[src/rtl/demux_1x8_reg_if.sv]
// Producer/consumer bundle for the registered 1-to-8 demultiplexer.
// The master side drives the input stream and consumer readies; the slave side is the demux.
interface demux_1x8_reg_if #(
   parameter int unsigned WIDTH = 32
);
   logic               in_valid;
   logic               in_ready;
   logic [WIDTH-1:0]   in_data;
   logic [2:0]         sel;
   logic [7:0]         out_valid;
   logic [7:0]         out_ready;
   logic [8*WIDTH-1:0] out_data;

   modport master (
      output in_valid,
      input  in_ready,
      output in_data,
      output sel,
      input  out_valid,
      output out_ready,
      input  out_data
   );

   modport slave (
      input  in_valid,
      output in_ready,
      input  in_data,
      input  sel,
      output out_valid,
      input  out_ready,
      output out_data
   );
endinterface

[src/rtl/demux_1x8_reg.sv]
// Registered 1-to-8 demux: one tagged input stream into eight single-entry drain buffers.
// Optional DEMUX_ZERO_IDLE_EN forces each idle output slice to zero.
module demux_1x8_reg #(
   parameter int unsigned WIDTH = 32
) (
   input logic              clk,
   input logic              rst,
   demux_1x8_reg_if.slave   bus
);

   logic [7:0]       ch_v;
   logic [WIDTH-1:0] ch_d [8];
   logic             accept;

   // Only sel/out_ready reach in_ready combinationally; in_valid/in_data only feed registers.
   assign bus.in_ready = ~ch_v[bus.sel] | bus.out_ready[bus.sel];
   assign accept       = bus.in_valid & bus.in_ready;

   // An accept into a draining channel keeps it full and loads the new word.
   always_ff @(posedge clk) begin
      if (rst) begin
         ch_v <= '0;
         for (int k = 0; k < 8; k++) begin
            ch_d[k] <= '0;
         end
      end else begin
         for (int k = 0; k < 8; k++) begin
            if (accept && (bus.sel == 3'(k))) begin
               ch_v[k] <= 1'b1;
               ch_d[k] <= bus.in_data;
            end else if (bus.out_ready[k]) begin
               ch_v[k] <= 1'b0;
            end
         end
      end
   end

   always_comb begin
      bus.out_valid = ch_v;
      bus.out_data  = '0;
      for (int k = 0; k < 8; k++) begin
`ifdef DEMUX_ZERO_IDLE_EN
         bus.out_data[k*WIDTH +: WIDTH] = ch_v[k] ? ch_d[k] : '0;
`else
         bus.out_data[k*WIDTH +: WIDTH] = ch_d[k];
`endif
      end
   end

endmodule
[src/flat_wrapper.sv]
// flat-port wrapper written by rule: the top's interface ports become plain ports
module demux_1x8_reg_flat 
#(
   parameter int unsigned WIDTH = 32
)
  (clk, rst, bus_in_valid, bus_in_ready, bus_in_data, bus_sel, bus_out_valid, bus_out_ready, bus_out_data);
  demux_1x8_reg_if #(.WIDTH(WIDTH)) bus_i ();
  input logic clk;
  input logic rst;
  input wire logic [$bits(bus_i.in_valid)-1:0] bus_in_valid;
  output wire logic [$bits(bus_i.in_ready)-1:0] bus_in_ready;
  input wire logic [$bits(bus_i.in_data)-1:0] bus_in_data;
  input wire logic [$bits(bus_i.sel)-1:0] bus_sel;
  output wire logic [$bits(bus_i.out_valid)-1:0] bus_out_valid;
  input wire logic [$bits(bus_i.out_ready)-1:0] bus_out_ready;
  output wire logic [$bits(bus_i.out_data)-1:0] bus_out_data;
  assign bus_i.in_valid = bus_in_valid;
  assign bus_in_ready = bus_i.in_ready;
  assign bus_i.in_data = bus_in_data;
  assign bus_i.sel = bus_sel;
  assign bus_out_valid = bus_i.out_valid;
  assign bus_i.out_ready = bus_out_ready;
  assign bus_out_data = bus_i.out_data;
  demux_1x8_reg #(.WIDTH(WIDTH)) u_core (.clk(clk), .rst(rst), .bus(bus_i));
endmodule
[config.mk]
export PLATFORM = sky130hd
export DESIGN_NAME = demux_1x8_reg_flat
export DESIGN_NICKNAME = d
export VERILOG_FILES = /design/src/rtl/demux_1x8_reg_if.sv /design/src/rtl/demux_1x8_reg.sv /design/src/flat_wrapper.sv
export SDC_FILE = /design/constraint.sdc
export NUM_CORES = 1
export LEC_CHECK = 0
export ABC_CLOCK_PERIOD_IN_PS = 3950
export CORE_MARGIN = 2
export CORE_UTILIZATION = 46
export DETAILED_ROUTE_END_ITERATION = 7
export PLACE_DENSITY = 0.8
export SLEW_MARGIN = 40
export SYNTH_ARGS = -nofsm -noshare
export SYNTH_HDL_FRONTEND = slang
export SYNTH_SLANG_ARGS = --single-unit
[constraint.sdc]
create_clock -name clk -period 3.95 [get_ports clk]
set_clock_uncertainty 0.05 [all_clocks]
set_input_delay 0.79 -clock clk [delete_from_list [all_inputs] [get_ports clk]]
set_output_delay 0.79 -clock clk [all_outputs]
set_load 0.1 [all_outputs]
==> results.json <==
{
  "area_growth_syn_to_layout_pct": 32.7,
  "rsz0062_at_grt": "no",
  "portBuffers": 310,
  "dp_hpwl_um": 17300,
  "drc_errors": 0,
  "cts.repair.resized": 0,
  "fin_util_pct": 62.2,
  "antenna_found_initial": 0,
  "ys_async_sr_fraction_pct": 0,
  "numCtsBuffers": 25,
  "cts_tree": "done",
  "insertion_delay_ps": 520,
  "synth_area_leader_cell": "edfxtp_1",
  "htreeDepth": 1,
  "synthTopCellsByCount": "edfxtp_1 (256), nor2_1 (192), nand2b_1 (45)",
  "critPathArrivalTime_ps": 2480,
  "cts.sinks": 264,
  "via_per_inst": 4.97,
  "syn_nets": 676,
  "initial_core_util_pct": 46.9,
  "finalCriticalPeriod_ps": 3320,
  "path_buf_inv": 2,
  "first_iter_violations": 411,
  "cts_hold_buffers": 0,
  "grt-ovfl-total": 0,
  "synth.top_cell.area_share_pct": 81.0,
  "cts_max_path_buffers": 3,
  "drive_above_1_share_pct": 34.7,
  "synth.distinct_cells": 23,
  "cts_setup_buffers": 0,
  "crit_chain": "clkdlybuf4s50_1 -> mux4_2 -> mux2_2 -> buf_12",
  "crit_cells": 4,
  "dieArea_um2": 21800,
  "num_rows": 52,
  "syn_avg_cell_area_um2": 15.1,
  "crit_path_end_kind": "output port",
  "diodes": 0,
  "synth.cell_area_um2": 9490,
  "drv_cap": 0,
  "fin_hold_ws_ps": 479,
  "p_leak_uw": 0.00527,
  "synth-edff-count": 256,
  "max_stage_delay_ps": 660,
  "slew_headroom_pct": 61.3,
  "p_per_area_nw_per_um2": 594,
  "final_nets": 1001,
  "worst_slack_ps": 629,
  "holdPathStages": 2,
  "start_kind": "input pin",
  "grt_use_total_pct": 22.7,
  "grt_pass1_wl_um": 36800,
  "setup_violations": 0,
  "core-area_um2": 20200,
  "place_ws_ps": 639,
  "finalSetupTns_ps": 0,
  "worstMarginPinSlew_ps": 581,
  "critPathTopFamily": "multiplexers",
  "vdd_ir_drop_max_mv": 0.336,
  "period_share_pct": 84.1,
  "routedWlPerCell_um": 20.2,
  "ys_seq_area_share_pct": 82.7,
  "num_vias": 6182,
  "finalHoldViolCount": 0,
  "synth_warnings": 0,
  "holdCritPathClass": "flip-flop to flip-flop",
  "slew_viol_final": 0,
  "crit_type": "input pin to output port",
  "crit_fanout": 8,
  "die_h_um": 148,
  "gp_congestion": 0.860,
  "synth_cells": 630,
  "die_x_um": 148,
  "dr.pass1.iters": 5,
  "cp.required_ps": 3110,
  "synth_top_flop_cell": "edfxtp_1",
  "ant_nets": 0,
  "wirelength_um": 25200,
  "cts.clk_slew.worst_paths_ps": 70,
  "rr_worst_depth": 4,
  "grt_pass1_vias": 5978,
  "synth.area.top_cells": "edfxtp_1 (81%), nor2_1 (7.6%), nand2b_1 (3.0%)",
  "grt_max_degree": 37,
  "ys_seq_elements": 264,
  "fmax_ghz": 0.301,
  "slowest_stage": "clkdlybuf4s50_1",
  "io_pins": 311,
  "root_buffer": "clkbuf_16",
  "status": "complete, no violations",
  "yosysMostFrequentCell": "edfxtp_1"
}
-- state kept, by name, summed over array words and instances, names as in the netlist --
| name | flops |
|---|---|
| u_core.ch_d | 256 |
| u_core.bus.out_valid | 8 |
-- routing by layer --
layer / vias to the layer above / global-route usage (%) / wire length (um)
li1: 2805 / - / -
met1: 2951 / 27.5 / 9030
met2: 378 / 39.5 / 12700
met3: 48 / 6.51 / 2720
met4: 0 / 7.26 / 739
met5: - / 0 / 0
-- per-stage QoR --
stage	instances	instance area, um^2	total power, uW
floorplan	630	9490	4640
global placement	1198	13000	5080
detailed placement	1198	11700	4940
CTS	1243	12600	7520
global route	1243	12600	7660
finish	1243	12600	7480
-- power breakdown --
group	internal (uW)	leakage (uW)	switching [uW]
combinational	185	0.00215	1420
sequential	3240	0.00268	39.1
clock	1620	0.000438	988
-- area by class of cell --
cell class | count | area (um^2)
Timing Repair Buffer | 329 | 1950
Inverter | 32 | 120
Clock inverter | 11 | 211
Tap cell | 270 | 338
Fill cell | 1567 | 7650
Multi-Input combinational cell | 303 | 1430
Clock buffer | 34 | 689
Sequential cell | 264 | 7850
-- path summary, 6_finish.rpt --
| check | end | from | slack (ps) |
|---|---|---|---|
| setup / recovery | bus_in_ready | bus_sel[0] | 630 |
| setup reg to reg | u_core.ch_d[1][2] | u_core.bus.out_valid[4] | 2260 |
| hold reg to reg | u_core.bus.out_valid[3] | u_core.bus.out_valid[3] | 480 |
| hold / removal | u_core.bus.out_valid[3] | u_core.bus.out_valid[3] | 480 |
-- logic make-up after synthesis --
kind of cell	count (synthesis)	synth area share, %
mux	3	0.593
compound gates	13	0.844
flops	264	82.7
buf+inv	63	2.89
simple gates	287	13.0
-- layout by cell type, fill, tap and decap left out, drive strengths merged, types with 5 or more instances in the layout --
| cell type | netlist | routed |
|---|---|---|
| nand3 | 5 | 5 |
| nor2 | 193 | 193 |
| bufinv | 0 | 6 |
| inv | 32 | 33 |
| nand2 | 38 | 38 |
| a21oi | 8 | 8 |
| nand2b | 45 | 45 |
| buf | 22 | 284 |
| clkdlybuf4s50 | 0 | 45 |
| clkbuf | 9 | 34 |
| edfxtp | 256 | 256 |
| dfxtp | 8 | 8 |
-- tightest hold or removal path: cells and delay by family (launching register included) --
kind	cells	cell delay, ps
flops	1	310
simple gates	1	100
compound gates	1	70
Note: power is estimated with default switching activity, not from simulation.
